$ cat config.mk
export PLATFORM = sky130hd
export DESIGN_NAME = regfile_wb_scheduler
export DESIGN_NICKNAME = d
export VERILOG_FILES = /design/src/rtl/regfile_ctrl_pkg.sv /design/src/rtl/regfile_wb_scheduler_rr_arbiter.sv /design/src/rtl/regfile_wb_scheduler.sv
export SDC_FILE = /design/constraint.sdc
export NUM_CORES = 1
export LEC_CHECK = 0
export ABC_AREA = 1
export CORE_ASPECT_RATIO = 1.1
export CORE_MARGIN = 3
export CORE_UTILIZATION = 44
export DETAILED_ROUTE_END_ITERATION = 7
export PLACE_DENSITY = 0.85
export SYNTH_ARGS = -nofsm -noshare
export SYNTH_HDL_FRONTEND = slang
export SYNTH_SLANG_ARGS = --single-unit
$ cat constraint.sdc
create_clock -name clock -period 4.4 [get_ports clock]
set_clock_uncertainty 0.2 [all_clocks]
set_input_delay 0.44 -clock clock [delete_from_list [all_inputs] [get_ports clock]]
set_output_delay 0.44 -clock clock [all_outputs]
set_load 0.1 [all_outputs]
$ cat src/rtl/regfile_ctrl_pkg.sv
// Shared sizing constants for the register-file write-port controller.
package regfile_ctrl_pkg;

   localparam int unsigned REG_AW       = 3;
   localparam int unsigned REG_DW       = 16;
   localparam int unsigned NREGS        = 2 ** REG_AW;
   localparam int unsigned NREQ_DEFAULT = 3;
   // Pointer value after reset, so that requester 0 is searched first.
   localparam int unsigned RR_RESET_PTR = NREQ_DEFAULT - 1;

   // Width of a binary requester index for n requesters.
   function automatic int unsigned idx_width(input int unsigned n);
      return (n > 1) ? $clog2(n) : 1;
   endfunction

endpackage

$ cat src/rtl/regfile_wb_scheduler_rr_arbiter.sv
// Combinational round-robin arbiter: search starts at ptr+1 and wraps modulo N.
module rr_arbiter
   import regfile_ctrl_pkg::*;
#(
   parameter int unsigned N  = 3,
   parameter int unsigned IW = idx_width(N)
) (
   input  logic [N-1:0]  req,
   input  logic [IW-1:0] ptr,
   output logic [N-1:0]  gnt,
   output logic [IW-1:0] gnt_idx
);

   logic [IW-1:0] idx;

   // Walk candidates from lowest to highest priority; the last hit is the winner.
   always_comb begin
      gnt     = '0;
      gnt_idx = '0;
      idx     = '0;
      for (int k = int'(N); k >= 1; k--) begin
         idx = IW'((int'(ptr) + k) % int'(N));
         if (req[idx]) begin
            gnt     = N'(1) << idx;
            gnt_idx = idx;
         end
      end
   end

endmodule

$ cat src/rtl/regfile_wb_scheduler.sv
// Write-port scheduler: round-robin writeback arbitration, busy scoreboard,
// RAW stall and destination allocation for the 8x16 register file.
module regfile_wb_scheduler
   import regfile_ctrl_pkg::*;
#(
   parameter int unsigned NREQ = NREQ_DEFAULT,
   parameter int unsigned DW   = REG_DW,
   parameter int unsigned AW   = REG_AW
) (
   input  logic                 clock,
   input  logic                 reset,
   input  logic [NREQ-1:0]      req_valid,
   output logic [NREQ-1:0]      req_ready,
   input  logic [NREQ*AW-1:0]   req_dr,
   input  logic [NREQ*DW-1:0]   req_data,
   input  logic                 alloc_valid,
   input  logic [AW-1:0]        alloc_dr,
   output logic                 alloc_ready,
   input  logic [AW-1:0]        src1,
   input  logic [AW-1:0]        src2,
   input  logic                 use_src1,
   input  logic                 use_src2,
   output logic                 stall,
   output logic                 write_en,
   output logic [AW-1:0]        dr,
   output logic [DW-1:0]        Wrdata,
   output logic [(2**AW)-1:0]   busy,
   output logic                 orphan_err
);

   localparam int unsigned NR = 2 ** AW;
   localparam int unsigned IW = idx_width(NREQ);
   localparam logic [IW-1:0] PTR_RST = IW'(NREQ - 1);

   logic [IW-1:0] ptr;
   logic [IW-1:0] gnt_idx;
   logic          accept;
   logic          alloc_fire;
   logic [AW-1:0] win_dr;
   logic [DW-1:0] win_data;
   logic [NR-1:0] busy_next;

   rr_arbiter #(.N(NREQ), .IW(IW)) u_arb (
      .req     (req_valid),
      .ptr     (ptr),
      .gnt     (req_ready),
      .gnt_idx (gnt_idx)
   );

   // Winner payload, alloc handshake and RAW stall.
   always_comb begin
      accept      = |req_valid;
      win_dr      = req_dr[int'(gnt_idx)*AW +: AW];
      win_data    = req_data[int'(gnt_idx)*DW +: DW];
      alloc_ready = alloc_valid & ~busy[alloc_dr];
      alloc_fire  = alloc_valid & alloc_ready;
      stall       = (use_src1 & busy[src1]) | (use_src2 & busy[src2]);
   end

   // Scoreboard update: writeback clears, allocation sets.
   always_comb begin
      busy_next = busy;
      if (accept) begin
         busy_next[win_dr] = 1'b0;
      end
      if (alloc_fire) begin
         busy_next[alloc_dr] = 1'b1;
      end
   end

   // Write-port register, RR pointer, scoreboard and sticky orphan flag.
   always_ff @(posedge clock) begin
      if (reset) begin
         write_en   <= 1'b0;
         dr         <= '0;
         Wrdata     <= '0;
         ptr        <= PTR_RST;
         busy       <= '0;
         orphan_err <= 1'b0;
      end else begin
         busy <= busy_next;
         if (accept) begin
            write_en <= 1'b1;
            dr       <= win_dr;
            Wrdata   <= win_data;
            ptr      <= gnt_idx;
            if (!busy[win_dr]) begin
               orphan_err <= 1'b1;
            end
         end else begin
            write_en <= 1'b0;
         end
      end
   end

endmodule
# Word-level counts from Yosys, hierarchy flattened
# Index checks and enable logic that the tools add are counted.
# classes
addsub	3
mul	1
n_div	3
n_lt_le_gt_ge	9
shift	5
n_mux	27
bitwise_logic	10
reduce_logical	4
# op_table
op	n
modulo 32 x 3 -> 32 bit, second input constant	3
variable part select 48 x 7 -> 16 bit	1
< comparator 3 x 4 -> 1 bit, second input constant	4
two-way mux 8 bit	2
binary-select mux 1 bit (select 3 bit)	4
two-way mux 1 bit	10
< comparator 2 x 3 -> 1 bit, second input constant	3
two-way mux 3 bit	3
variable part select 9 x 5 -> 3 bit	1
<< shifter 1 x 2 -> 3 bit, first input constant	3
bitwise AND 8 bit	1
NOT 8 bit	1
bitwise OR 8 bit	1
adder 2 x 2 -> 3 bit, second input constant	2
binary-select mux 1 bit (select 2 bit)	3
demux 1 bit (select 3 bit)	2
greater-or-equal comparator 3 x 1 -> 1 bit, second input constant	2
two-way mux 2 bit	3
bitwise AND 1 bit	4
multiplier 2 x 2 -> 4 bit, second input constant	1
adder 2 x 1 -> 3 bit, second input constant	1
OR reduction 3 bit	1
logical AND 1 bit	2
NOT 1 bit	2
2 further kinds	2
# word_totals
reg_bits	31
in_bits	74
out_inout_bits	34
wordCells	68

# Logic depth before layout (Yosys ltp)
# Gate-level depths: netlist of the first run.
# depth
word_depth	18
depth_mapped	20
depth_no_buf	20

# Cells and area by module
# Synthesis of the first run repeated with hierarchy kept, for this count alone.
# hier_totals
hier_cells	341
hier_area_um2	2212.1
# by_module_without_submodules
mod	instances	cells_per_inst	area_per_inst_um2	seq_area_each_um2
regfile_wb_scheduler	1	291	1960.6	620.6
rr_arbiter	1	50	251.5	0.0

# Least setup slack after synthesis of the first run
# No wires, ideal clock.
# synth_path
path_kind	register to output
from	reg ptr[0]
to	out req_ready[0]
arrival_time_ns	3.189
t_required_ns	3.760
path_slack_ns	0.571
path_stages_with_launch	8
n_path_buf	0
path_cell_list	dfxtp_1 inv_1 ha_1 inv_2 nand2_1 nand2_1 nand2_2 o21ai_0
# synth_via
elab_chain_len	7
elab_cells_between_ends	18
classes_between	add/sub (3); div (3); shift (3); mux (9)
# synth_rtl
item	line_no	source
from (decl)	regfile_wb_scheduler.sv:35	logic [IW-1:0] ptr;
from (signal assigned)	regfile_wb_scheduler.sv:86	ptr <= gnt_idx;
adder 2 x 2 -> 3 bit	regfile_wb_scheduler_rr_arbiter.sv:22	idx = IW'((int'(ptr) + k) % int'(N));
modulo 32 x 3 -> 32 bit	regfile_wb_scheduler_rr_arbiter.sv:22	
binary-select mux 1 bit (select 2 bit)	regfile_wb_scheduler_rr_arbiter.sv:23	if (req[idx]) begin
two-way mux 1 bit (not written as such)	regfile_wb_scheduler_rr_arbiter.sv:23	
two-way mux 3 bit (2 in series)	regfile_wb_scheduler_rr_arbiter.sv:23	
two-way mux 3 bit (*)	regfile_wb_scheduler_rr_arbiter.sv:23	
to (decl)	regfile_wb_scheduler.sv:13	output logic [NREQ-1:0] req_ready,
# Every way passes the cells marked *; elsewhere a longest branch is shown, timed or not. The select of a mux whose other input is x is not followed.

# Final worst setup path of the first run
# layout_path
from	in alloc_dr[1]
to	out alloc_ready
# layout_via
elab_chain_len	4
# layout_rtl
item	line_no	source
from (decl)	regfile_wb_scheduler.sv:17	input logic [AW-1:0] alloc_dr,
binary-select mux 1 bit (select 3 bit)	regfile_wb_scheduler.sv:55	alloc_ready = alloc_valid & ~busy[alloc_dr];
two-way mux 1 bit (not written as such)	regfile_wb_scheduler.sv:55	
NOT 1 bit	regfile_wb_scheduler.sv:55	
bitwise AND 1 bit	regfile_wb_scheduler.sv:55	
to (decl)	regfile_wb_scheduler.sv:18	output logic alloc_ready,
# No other way between the ends. The select of a mux whose other input is x is not followed.

==> flow_metrics.env, run 1 <==
export IMPL_vias_per_cell=5.25
export IMPL_ant_nets=0
export IMPL_drtPass1Iterations=4
export IMPL_period_needed_ps=2940
export IMPL_synth_cells=349
export IMPL_grt_util_met2_pct=37.9
export IMPL_utilization_pct=70.6
export IMPL_rows=26
export IMPL_area_growth_pct=52.7
export IMPL_drt_iter0_drc=114
export IMPL_diodes=0
export IMPL_cts_buffer_depth=2
export IMPL_ios=108
export IMPL_syn_mean_instance_area_um2=6.21
export IMPL_fin_crit_sh_pct=66.7
export IMPL_initial_core_util_pct=46.2
export IMPL_fmax_ghz=0.341
export IMPL_path_class="in -> out"
export IMPL_worst_pin_slew_ps=997
export IMPL_grt_usage_pct=22.9
export IMPL_io_buffers=107
export IMPL_gr_usage_met1_pct=26.5
export IMPL_grt_start_max_net_pins=39
export IMPL_relSlewSlack_pct=33.3
export IMPL_ys_flop_type="dfxtp_1"
export IMPL_drive_gt1_share_pct=8.69
export IMPL_cts_root_buf="clkbuf_8"
export IMPL_core_area_mm2=0.00468
export IMPL_gp_congestion=0.865
export IMPL_hold_viol_final=0
export IMPL_wl_per_cell_um=13.1
export IMPL_path_max_fanout=9
export IMPL_required_ps=3760
export IMPL_hp_class="reg -> reg"
export IMPL_ys_ff_latch=31
export IMPL_met3_usage_pct=9.07
export IMPL_crit_chain="clkdlybuf4s50_1, nor2_1, a221oi_1, nand3_1, a21boi_1, buf_4"
export IMPL_slew_viol_final=0
export IMPL_hold_buffers=0
export IMPL_htreeDepth=2
export IMPL_post_cts_setup_buffer_count=0
export IMPL_final_cell_mix="clkdlybuf4s50_1, nand2_1, o21ai_0, nor2_1, dfxtp_1"
export IMPL_final_cells=505
export IMPL_setup_viol=0
export IMPL_ys_warn_count=0
export IMPL_cts_tree="yes"
export IMPL_final_nets=527
export IMPL_slowest_delay_ps=510
export IMPL_overflow=0
export IMPL_cp_slowest_cell="clkdlybuf4s50_1"
export IMPL_post_cts_resized=0
export IMPL_netlist_area_mm2=0.00217
export IMPL_die_x_um=72.9
export IMPL_grt_pass1_vias=2471
export IMPL_cts_buffers_inserted=5
export IMPL_synth_edf_count=0
export IMPL_place_hpwl_mm=5.15
export IMPL_antenna_found_initial=0
export IMPL_dpl_cell_count=498
export IMPL_post_route_drc_count=0
export IMPL_yosysUniqueCellTypes=29
export IMPL_status="finished clean"
export IMPL_rsz0062_at_grt="false"
export IMPL_syn_nets=427
export IMPL_vias=2649
export IMPL_clock_latency_ps=280
export IMPL_arrival_ps=2300
export IMPL_ys_seq_area_share_pct=28.7
export IMPL_path_clk_slew_ps=60
export IMPL_dieHeight_um=79.6
export IMPL_end_kind="output pin"
export IMPL_mostFrequentLayoutCell="clkdlybuf4s50_1"
export IMPL_drv_cap=0
export IMPL_cp_start_kind="input pin"
export IMPL_wl_mm=6.64
export IMPL_grt_pass1_wl_mm=10.5
export IMPL_synthArstFlopShare_pct=0
export IMPL_top_usage_layer="met2"
export IMPL_fp_dieArea_mm2=0.00580
export IMPL_clock_sinks=31
export IMPL_finalSetupTns_ps=0
==> metrics by stage <==
step                      cell area, um2  setup slack [ps]  hold WS (ps)
after floorplan                     2170               571           278
after global placement              3220              1470           271
after detailed placement            3220              1350           270
after CTS                           3310              1480           279
after global routing                3310              1280           331
final                               3310              1460           279
==> synth_stat cells, drive strengths merged (2+ instances only) <==
cell type	n	area share, %
nand2	94	18
buf	6	2.1
o211ai	3	1.0
o21bai	2	0.69
nand3	33	8.3
inv	31	5.4
ha	4	2.3
dfxtp	31	29
a31oi	16	4.6
clkbuf	8	1.4
a21oi	19	4.7
nor2	48	9.1
o21ai	47	11
==> kinds of logic after synthesis <==
kind of cell	count (synthesis)	synth area share [%]
AOI/OAI and AO/OA	92	23.8
buffers and inverters	45	8.84
and+or+nand+nor	177	36.4
adders and majority gates	4	2.31
DFF	31	28.7
==> routing by layer <==
metal  wire length [um]  vias up
met2               3090      126
met3                731       14
met4                128        0
met1               2690     1148
li1                   -     1361
met5                  0        -
==> registers in the layout, summed over array words and instances (netlist names) <==
| register | count |
|---|---|
| Wrdata | 16 |
| busy | 8 |
| dr | 3 |
| orphan_err | 1 |
| ptr | 2 |
| write_en | 1 |
==> critical path: cells and delay by family <==
family	cells	cell delay [ps]
AO/OA/AOI/OAI	2	750
AND/OR/NAND/NOR	2	200
buffers and inverters	2	910
==> worst paths after layout <==
kind / start / slack (ps) / end / cells past startpoint
setup / recovery: alloc_dr[1] / 1460 / alloc_ready / 6
hold / removal: orphan_err / 280 / orphan_err / 2
setup reg to reg: ptr[0] / 1520 / orphan_err / 16
hold reg to reg: orphan_err / 280 / orphan_err / 2
==> cell type report <==
type | count | area (um2)
well taps | 56 | 70.1
flip-flops and latches | 31 | 621
clock buffers | 6 | 82.6
repair buffers | 107 | 1060
fillers | 402 | 1380
inverters | 31 | 116
multi-input cells | 273 | 1350
clock inverters | 1 | 5.00
Power of run 1 is not shown: default switching activity piles up to over one toggle a cycle in this logic, so the estimate is an artifact.
==> inputs of run 2 (changes only) <==
--- a/config.mk
+++ b/config.mk
@@ -8,9 +8,9 @@
 export ABC_AREA = 1
 export CORE_ASPECT_RATIO = 1.1
 export CORE_MARGIN = 3
-export CORE_UTILIZATION = 44
+export CORE_UTILIZATION = 37
 export DETAILED_ROUTE_END_ITERATION = 7
-export PLACE_DENSITY = 0.85
+export PLACE_DENSITY = 0.76
 export SYNTH_ARGS = -nofsm -noshare
 export SYNTH_HDL_FRONTEND = slang
 export SYNTH_SLANG_ARGS = --single-unit
==> constraint.sdc (replaced) <==
create_clock -name clock -period 2.7 [get_ports clock]
set_clock_uncertainty 0.2 [all_clocks]
set_input_delay 0.27 -clock clock [delete_from_list [all_inputs] [get_ports clock]]
set_output_delay 0.27 -clock clock [all_outputs]
set_load 0.1 [all_outputs]
==> run 2 against run 1 <==
Against the previous run:
- register-to-register slack worse by 1300 ps
- design area is 2.5% higher
- via count is 0.42% higher
- global-route usage is 2.2 points lower
- routed wire length is 3.3% higher
- worst hold slack better by 1.2 ps
- core utilization is 9.4 points lower
- sequential share of layout area is 0.41 points lower
- largest cell class unchanged
- critical endpoint is now orphan_err
==> flow_metrics.env, run 2 (synthesis gave the netlist of run 1 again) <==
export IMPL_status="finished clean"
export IMPL_dieHeight_um=86.2
export IMPL_crit_path_frequent_cell="nand2_1"
export IMPL_worst_pin_slew_ps=682
export IMPL_core_area_mm2=0.00554
export IMPL_path_max_fanout=9
export IMPL_setup_viol=0
export IMPL_clock_sinks=31
export IMPL_drive_gt1_share_pct=17.2
export IMPL_htreeDepth=2
export IMPL_cts_buffer_depth=2
export IMPL_cts_buffers_inserted=5
export IMPL_whs_path_depth=2
export IMPL_final_area_mm2=0.00339
export IMPL_grt_pass1_wl_mm=11.4
export IMPL_mostFrequentLayoutCell="nand2_1"
export IMPL_period_needed_ps=2440
export IMPL_final_cells=529
export IMPL_wl_mm=6.85
export IMPL_clock_latency_ps=280
export IMPL_fp_dieArea_mm2=0.00681
export IMPL_largest_reg_flops=16
export IMPL_whs_endpoint="dr[0]"
export IMPL_rrSetupSlack_ps=260
export IMPL_finalSetupTns_ps=0
export IMPL_overflow=0
export IMPL_worstReg2RegStart="ptr[0]"
export IMPL_top_layer_used="met4"
export IMPL_slew_viol_final=0
export IMPL_r2r_end="orphan_err"
export IMPL_drt_iter0_drc=135
export IMPL_wl_per_cell_um=13.0
export IMPL_cp_start_kind="flip-flop"
export IMPL_hold_viol_final=0
export IMPL_ios=108
export IMPL_registers_top_by_ff_count="Wrdata"
export IMPL_cts_root_buf="clkbuf_8"
export IMPL_ant_nets=0
export IMPL_initial_core_util_pct=39.1
export IMPL_post_route_drc_count=0
export IMPL_wl_met3_um=679
export IMPL_vias_per_cell=5.03
export IMPL_final_cell_mix="nand2_1, clkdlybuf4s50_1, o21ai_0, nor2_1, buf_4"
export IMPL_die_x_um=79.0
export IMPL_fin_crit_sh_pct=90.3
export IMPL_diodes=0
export IMPL_cts_tree="yes"
export IMPL_path_clk_slew_ps=70
export IMPL_rr_worst_depth=19
export IMPL_wl_met2_mm=3.34
export IMPL_placed_area_mm2=0.00328
export IMPL_arrival_ps=2410
export IMPL_top_regs="Wrdata (16), busy (8), dr (3)"
export IMPL_required_ps=2680
export IMPL_antenna_found_initial=0
export IMPL_vias=2660
export IMPL_fmax_ghz=0.410
export IMPL_place_hpwl_mm=5.32
export IMPL_min_from="dr[0]"
export IMPL_dpl_cell_count=522
export IMPL_end_kind="flip-flop"
export IMPL_grt_pass1_vias=2573
export IMPL_io_buffers=107
export IMPL_final_nets=532
export IMPL_grt_start_max_net_pins=33
export IMPL_drtPass1Iterations=4
export IMPL_wl_met1_mm=2.76
export IMPL_crit_buf_inv=3
export IMPL_relSlewSlack_pct=54.5
export IMPL_drv_cap=0
export IMPL_gp_congestion=0.923
export IMPL_path_class="reg -> reg"
export IMPL_hold_buffers=0
export IMPL_rows=28
export IMPL_slowest_delay_ps=350
export IMPL_crit_chain="inv_1, ha_4, inv_2, nand2_1, nand2_1, nand2_2, nand2_1, inv_2, nand2_2, nand2_4, nand2_1, nand3_1, nand2_2, nor2_4, nand3_1, nand2_1, nor2_1, nand2_1, nand2_1"
export IMPL_cp_slowest_cell="dfxtp_2"
export IMPL_rsz0062_at_grt="false"
export IMPL_utilization_pct=61.2
export IMPL_grt_usage_pct=20.6
export IMPL_area_growth_pct=56.4
export IMPL_critPathTopFamily="simple AND/OR/NAND/NOR gates"
export IMPL_hp_class="reg -> reg"
-- run 2: changes by cell type in the layout (fill, tap and decap cells not counted), moves of 2 or more --
| cell | change |
|---|---|
| buf_12 | +5 |
| clkdlybuf4s50_1 | -29 |
| buf_4 | +29 |
| ha_1 | -2 |
| o21ai_1 | +2 |
| o21ai_0 | -2 |
-- run 2: how the worst max path moves through the flow --
stage	from	cells past startpoint	slack (ps)	end
after floorplan	ptr[0]	7	-200	req_ready[0]
after global placement	req_valid[0]	15	190	busy[1]
after detailed placement	ptr[0]	17	160	busy[0]
after CTS	ptr[0]	17	170	busy[0]
after global routing	ptr[1]	19	40	orphan_err
final	ptr[0]	19	260	orphan_err
-- run 2: per-stage QoR --
stage | hold slack [ps] | worst slack (ps)
finish | 280 | 263
global route | 310 | 39.2
CTS | 288 | 165
detailed placement | 277 | 163
global placement | 267 | 191
floorplan | 154 | -204
-- run 2: worst register-to-register path: cells and delay by family, from the launching register on --
kind	cells	cell delay (ps)
fa+ha+maj	1	300
buf+inv	3	200
flops	1	350
simple gates	15	1300
-- run 2: cell type report --
cell class / instances / area, um2
multi-input combinational: 273 / 1380
inverter: 31 / 116
fill: 566 / 2150
clock inverter: 1 / 5.00
clock buffer: 6 / 82.6
sequential: 31 / 622
timing repair buffer: 112 / 1090
tap: 75 / 93.8
-- run 2: metal layers --
metal	GRT usage, %	vias to the layer above
li1	-	1372
met1	22.6	1177
met2	37.4	104
met3	7.80	7
met4	5.63	0
met5	0	-
-- run 2: what timing repair did --
| item | in CTS | in global routing |
|---|---|---|
| buffers inserted | 0 | 0 |
| hold endpoints to repair | 0 | 0 |
| setup endpoints to repair | 0 | 7 |
| gates resized for setup | 0 | 4 |
Power of run 2 is left out for the same reason.
